[src/rtl/mem_port_arbiter_pkg.sv]
// Shared constants and encodings for the instruction/data memory port arbiter.
// No logic; types only.
// No backpressure; types only.
package mem_port_arbiter_pkg;

    // Word-width constants (AW/DW) shared with the processor.
    localparam int ADDR_W = 16;
    localparam int DATA_W = 16;

    localparam int CNT_W  = 3;
    localparam int RUN_W  = 4;

    typedef enum logic {
        IDLE = 1'b0,
        WAIT = 1'b1
    } state_t;

    typedef enum logic {
        OWN_IF = 1'b0,
        OWN_D  = 1'b1
    } owner_t;

endpackage

[src/rtl/mem_port_arbiter_rr_guard.sv]
// Fetch anti-starvation guard: counts consecutive data grants while fetch waits.
// force_if is registered-derived, valid in the same cycle as the requests.
// No backpressure; run clears whenever fetch stops asking or is served.
module rr_guard
    import mem_port_arbiter_pkg::*;
#(
    parameter int MAXRUN = 4
) (
    input  logic clk,
    input  logic reset,
    input  logic if_req,
    input  logic d_gnt,
    input  logic if_gnt,
    output logic force_if
);

    logic [RUN_W-1:0] run;

    always_ff @(posedge clk or negedge reset) begin
        if (!reset) begin
            run <= '0;
        end else if (!if_req || if_gnt) begin
            run <= '0;
        end else if (d_gnt && (run != RUN_W'(MAXRUN))) begin
            run <= run + RUN_W'(1);
        end
    end

    assign force_if = (run == RUN_W'(MAXRUN));

endmodule

[src/rtl/mem_port_arbiter.sv]
// Arbitrates one fixed-latency single-ported memory between fetch and load/store.
// Grant is combinational; response rvalid arrives LAT cycles after the grant.
// Requesters hold req until gnt; one access in flight, gnt=0 while busy.
module mem_port_arbiter
    import mem_port_arbiter_pkg::*;
#(
    parameter int AW     = ADDR_W,
    parameter int DW     = DATA_W,
    parameter int LAT    = 2,
    parameter int MAXRUN = 4
) (
    input  logic          clk,
    input  logic          reset,
    input  logic          if_req,
    input  logic [AW-1:0] if_addr,
    output logic          if_gnt,
    output logic          if_rvalid,
    output logic [DW-1:0] if_rdata,
    input  logic          d_req,
    input  logic          d_we,
    input  logic [AW-1:0] d_addr,
    input  logic [DW-1:0] d_wdata,
    output logic          d_gnt,
    output logic          d_rvalid,
    output logic [DW-1:0] d_rdata,
    output logic          mem_en,
    output logic          mem_we,
    output logic [AW-1:0] mem_addr,
    output logic [DW-1:0] mem_wdata,
    input  logic [DW-1:0] mem_rdata,
    output logic          busy
);

    state_t           state, state_nxt;
    logic [CNT_W-1:0] cnt, cnt_nxt;
    owner_t           owner, owner_nxt;
    logic             own_we, own_we_nxt;
    logic             grant_if, grant_d;
    logic             capture;
    owner_t           cap_owner;
    logic             cap_we;
    logic             force_if;

    rr_guard #(
        .MAXRUN (MAXRUN)
    ) u_rr_guard (
        .clk      (clk),
        .reset    (reset),
        .if_req   (if_req),
        .d_gnt    (grant_d),
        .if_gnt   (grant_if),
        .force_if (force_if)
    );

    always_ff @(posedge clk or negedge reset) begin
        if (!reset) begin
            state  <= IDLE;
            cnt    <= '0;
            owner  <= OWN_IF;
            own_we <= 1'b0;
        end else begin
            state  <= state_nxt;
            cnt    <= cnt_nxt;
            owner  <= owner_nxt;
            own_we <= own_we_nxt;
        end
    end

    // cnt holds the remaining WAIT cycles: the grant cycle itself is the first of LAT.
    always_comb begin
        grant_if   = 1'b0;
        grant_d    = 1'b0;
        state_nxt  = state;
        cnt_nxt    = cnt;
        owner_nxt  = owner;
        own_we_nxt = own_we;
        capture    = 1'b0;
        cap_owner  = owner;
        cap_we     = own_we;
        case (state)
            IDLE: begin
                if (if_req && (!d_req || force_if)) begin
                    grant_if = 1'b1;
                end else if (d_req) begin
                    grant_d = 1'b1;
                end
                if (grant_if || grant_d) begin
                    owner_nxt  = grant_d ? OWN_D : OWN_IF;
                    own_we_nxt = grant_d & d_we;
                    if (LAT == 1) begin
                        capture   = 1'b1;
                        cap_owner = owner_nxt;
                        cap_we    = own_we_nxt;
                        cnt_nxt   = '0;
                    end else begin
                        cnt_nxt   = CNT_W'(LAT - 1);
                        state_nxt = WAIT;
                    end
                end
            end
            WAIT: begin
                cnt_nxt = cnt - CNT_W'(1);
                if (cnt == CNT_W'(1)) begin
                    capture   = 1'b1;
                    state_nxt = IDLE;
                end
            end
            default: state_nxt = IDLE;
        endcase
    end

    always_ff @(posedge clk or negedge reset) begin
        if (!reset) begin
            if_rvalid <= 1'b0;
            d_rvalid  <= 1'b0;
            if_rdata  <= '0;
            d_rdata   <= '0;
        end else begin
            if_rvalid <= 1'b0;
            d_rvalid  <= 1'b0;
            if (capture) begin
                if (cap_owner == OWN_D) begin
                    d_rvalid <= 1'b1;
                    d_rdata  <= cap_we ? '0 : mem_rdata;
                end else begin
                    if_rvalid <= 1'b1;
                    if_rdata  <= mem_rdata;
                end
            end
        end
    end

    assign if_gnt    = grant_if;
    assign d_gnt     = grant_d;
    assign mem_en    = grant_if | grant_d;
    assign mem_we    = grant_d & d_we;
    assign mem_addr  = grant_d ? d_addr : (grant_if ? if_addr : '0);
    assign mem_wdata = (grant_d & d_we) ? d_wdata : '0;
    assign busy      = (state == WAIT);

endmodule

[config.mk]
export PLATFORM = sky130hd
export DESIGN_NAME = mem_port_arbiter
export DESIGN_NICKNAME = d
export VERILOG_FILES = /design/src/rtl/mem_port_arbiter_pkg.sv /design/src/rtl/mem_port_arbiter_rr_guard.sv /design/src/rtl/mem_port_arbiter.sv
export SDC_FILE = /design/constraint.sdc
export NUM_CORES = 1
export LEC_CHECK = 0
export ABC_AREA = 1
export CAP_MARGIN = 20
export CORE_MARGIN = 2
export CORE_UTILIZATION = 35
export CTS_CLUSTER_DIAMETER = 80
export DETAILED_ROUTE_END_ITERATION = 16
export GPL_TIMING_DRIVEN = 0
export PLACE_DENSITY = 0.75
export SLEW_MARGIN = 15
export SYNTH_ARGS = -nofsm -noshare
export SYNTH_HDL_FRONTEND = slang
export SYNTH_HIERARCHICAL = 1
export SYNTH_SLANG_ARGS = --single-unit
[constraint.sdc]
create_clock -name clk -period 2.4 [get_ports clk]
set_input_delay 0.6 -clock clk [delete_from_list [all_inputs] [get_ports clk]]
set_output_delay 0.6 -clock clk [all_outputs]
set_load 0.005 [all_outputs]
==> impl_metrics.yaml <==
final_layout:
  mostFrequentLayoutCell: "clkdlybuf4s50_1"
  n_antenna_cell: 0
  final_cell_mix: "clkdlybuf4s50_1, nand2_1, nand3_1"
  syn2layout_area_growth_pct: 81.08
  stdcell_area_mm2: 0.004382
  final_cells: 600
  drive_gt1_frac: 0.2365
  num-nets-final: 592
  nFillCells: 596
logic_synthesis:
  ys_types: 20
  syn_area_mm2: 0.002420
  syn-instance-count: 336
  yosysSeqAreaShare: 0.4550
  yosys_register_bits: 44
  avgSynthCellArea_um2: 7.202
  yosysWarnings: 6
  syn-num-nets: 409
floorplanning:
  dieArea_mm2: 0.007595
  die_w_um: 87.15
  initial_core_util: 0.3581
  die_h_um: 87.15
  coreArea_mm2: 0.006756
  io_pins: 140
  num_rows: 30
worst_setup_path:
  cpPeakStageDelay_ps: 380
  r2r_slack_ps: 540
  path_max_fanout: 5
  start_kind: "flip-flop"
  cp_slowest_cell: "dfrtp_1"
  cp-end-kind: "output pin"
  crit_type: "flip-flop to output pin"
  cp.arrival_ps: 1880
  cp_data_required_time_ps: 1800
  path_buf_inv: 6
  cp_cell_sequence: "inv_2, ha_4, nand2_4, nor2_4, inv_2, nand2_4, nand2_8, nand3_4, buf_6, buf_12, buf_6, nor2_1, buf_2"
  crit_family: "buffers and inverters"
global_routing:
  gr-usage-all-layers: 0.2054
  grt_pass1_vias: 2767
  antenna_found_initial: 0
  grt_max_degree: 26
  gr-total-overflow: 0
  grt_pass1_wl_um: 12320
drt:
  drt_iter0_drc: 92
  via_per_inst: 4.807
  drc: 0
  drt_first_pass_iters: 4
  via_count: 2884
  drt-total-wl_um: 8319
  ant_nets: 0
  wl_per_cell_um: 13.87
timing:
  fin_ws_ps: -80.83
  slew_violations: 0
  hold_viol: 0
  setup_violations: 24
  fmax_mhz: 403.1
  tightest_slew_ps: 494.2
  skew_ps: 5.684
  slew_headroom: 0.6705
  period_share: 1.034
  rsz0062_at_grt: "yes"
  finalWorstPathRequiredPeriod_ps: 2481
pwr:
  p_leak_nw: 2.349
  ir_drop_uv: 304.0
  finalPower_mw: 3.579
  p_per_area_mw_per_mm2: 816.9
placement:
  dpl.hpwl_um: 5722
  dpl.cell_count: 556
  io_buffer_count: 139
  gp_congestion: 0.8507
  dpl_cell_area_mm2: 0.003934
clock_tree:
  clock_latency_ps: 290
  clk_pin_slew_ps: 80
  cts_tree: "yes"
  cts_sinks: 44
  cts.path.max_buffers: 2
  postCtsHoldBufs: 0
  numCtsBuffers: 5
  root_buffer: "clkbuf_8"
  cts.htree.levels: 2
status:
  status: "finished, violations left"
  violations: "setup timing"
hold_path:
  hold_path.class: "input pin to async pin"
run:
  drv_cap: 0
[kinds of logic (layout without fill, tap and decap cells)]
family | after synthesis | count (layout) | share of synthesized area
xor+xnor | 2 | 2 | 0.007240
compound gates | 6 | 6 | 0.01293
fa+ha+maj | 4 | 4 | 0.02068
simple gates | 213 | 213 | 0.3935
flops | 44 | 44 | 0.4550
buf+inv | 67 | 251 | 0.1107
[layer usage]
layer  GRT usage  routed length (µm)
met1      0.2208                3157
met2      0.3886                4332
met3     0.04929                 647
met4     0.07133                 181
met5           0                   0
[cells in the mapped netlist]
| library cell | number | area share |
|---|---|---|
| nand2_1 | 97 | 0.15 |
| nand3_1 | 53 | 0.11 |
| inv_1 | 47 | 0.073 |
| dfrtp_1 | 44 | 0.46 |
| nor2_1 | 35 | 0.054 |
| nand4_1 | 18 | 0.047 |
| buf_2 | 10 | 0.021 |
| clkbuf_1 | 7 | 0.011 |
| ha_1 | 4 | 0.021 |
| nand2_2 | 4 | 0.010 |
| nor2_2 | 4 | 0.010 |
| clkinv_1 | 2 | 0.0031 |
| o21ai_0 | 2 | 0.0041 |
| o21ai_1 | 2 | 0.0041 |
| xor2_1 | 2 | 0.0072 |
| a21oi_1 | 1 | 0.0021 |
| buf_4 | 1 | 0.0031 |
| nand3_4 | 1 | 0.0072 |
| nor2_4 | 1 | 0.0047 |
| o22ai_1 | 1 | 0.0026 |
[final timing paths]
path	start	to	cells after the start
max	u_rr_guard/run[0]$_DFFE_PN0P_	mem_wdata[11]	13
min	reset	if_rdata[0]$_DFFE_PN0P_	1
max reg2reg	u_rr_guard/run[0]$_DFFE_PN0P_	u_rr_guard/run[3]$_DFFE_PN0P_	14
min reg2reg	d_rdata[1]$_DFFE_PN0P_	d_rdata[1]$_DFFE_PN0P_	2
max in group asynchronous	reset	d_rdata[11]$_DFFE_PN0P_	2
min in group clk	d_rdata[1]$_DFFE_PN0P_	d_rdata[1]$_DFFE_PN0P_	2
[registers in the layout (all words and copies together), names as in the netlist]
name / flops
d_rdata: 16
if_rdata: 16
u_rr_guard/run: 4
cnt: 3
busy: 1
cap_owner: 1
cap_we: 1
d_rvalid: 1
if_rvalid: 1
[worst register-to-register path, delay by kind of cell, from the launching register on]
kind,cells,cell delay (ps)
and+or+nand+nor,9,820
DFF,1,400
buffers and inverters,4,380
adders and majority gates,1,150
[per-stage QoR]
step                      hold WS (ps)    util  setup slack, ps  setup TNS, ps
after CTS                        261.8  0.6337           -88.38         -865.0
after floorplan                  304.4       -            264.3              0
after global placement           455.6  0.5789           -741.4         -38220
after detailed placement         458.3  0.5822           -777.0         -22630
after global routing             292.3  0.6485           -165.3          -3540
final                            256.4  0.6485           -80.83         -796.6
[cell type report]
type	count	area, µm²	share of cell area
Buffer	17	118.9	0.02713
Sequential cell	44	1102	0.2516
Multi-Input combinational cell	225	1166	0.2661
Inverter	49	183.9	0.04198
Clock buffer	7	86.33	0.01970
Tap cell	80	100.1	0.02284
Clock inverter	1	7.507	0.001713
Timing Repair Buffer	177	1617	0.3689
[power breakdown]
group          switching, mW  internal (mW)  total [mW]
Sequential             0.190           1.07        1.26
Combinational          0.866          0.973        1.84
Clock                  0.250          0.234       0.484
Total                   1.31           2.27        3.58
[repair_timing]
action / CTS / global route
gates resized for setup: 176 / 23
endpoints found under the setup margin: 36 / 36
pin swaps: 21 / 10
setup buffers: 30 / 7
cloned: 1 / 0
Note: power is estimated with default switching activity, not from simulation.
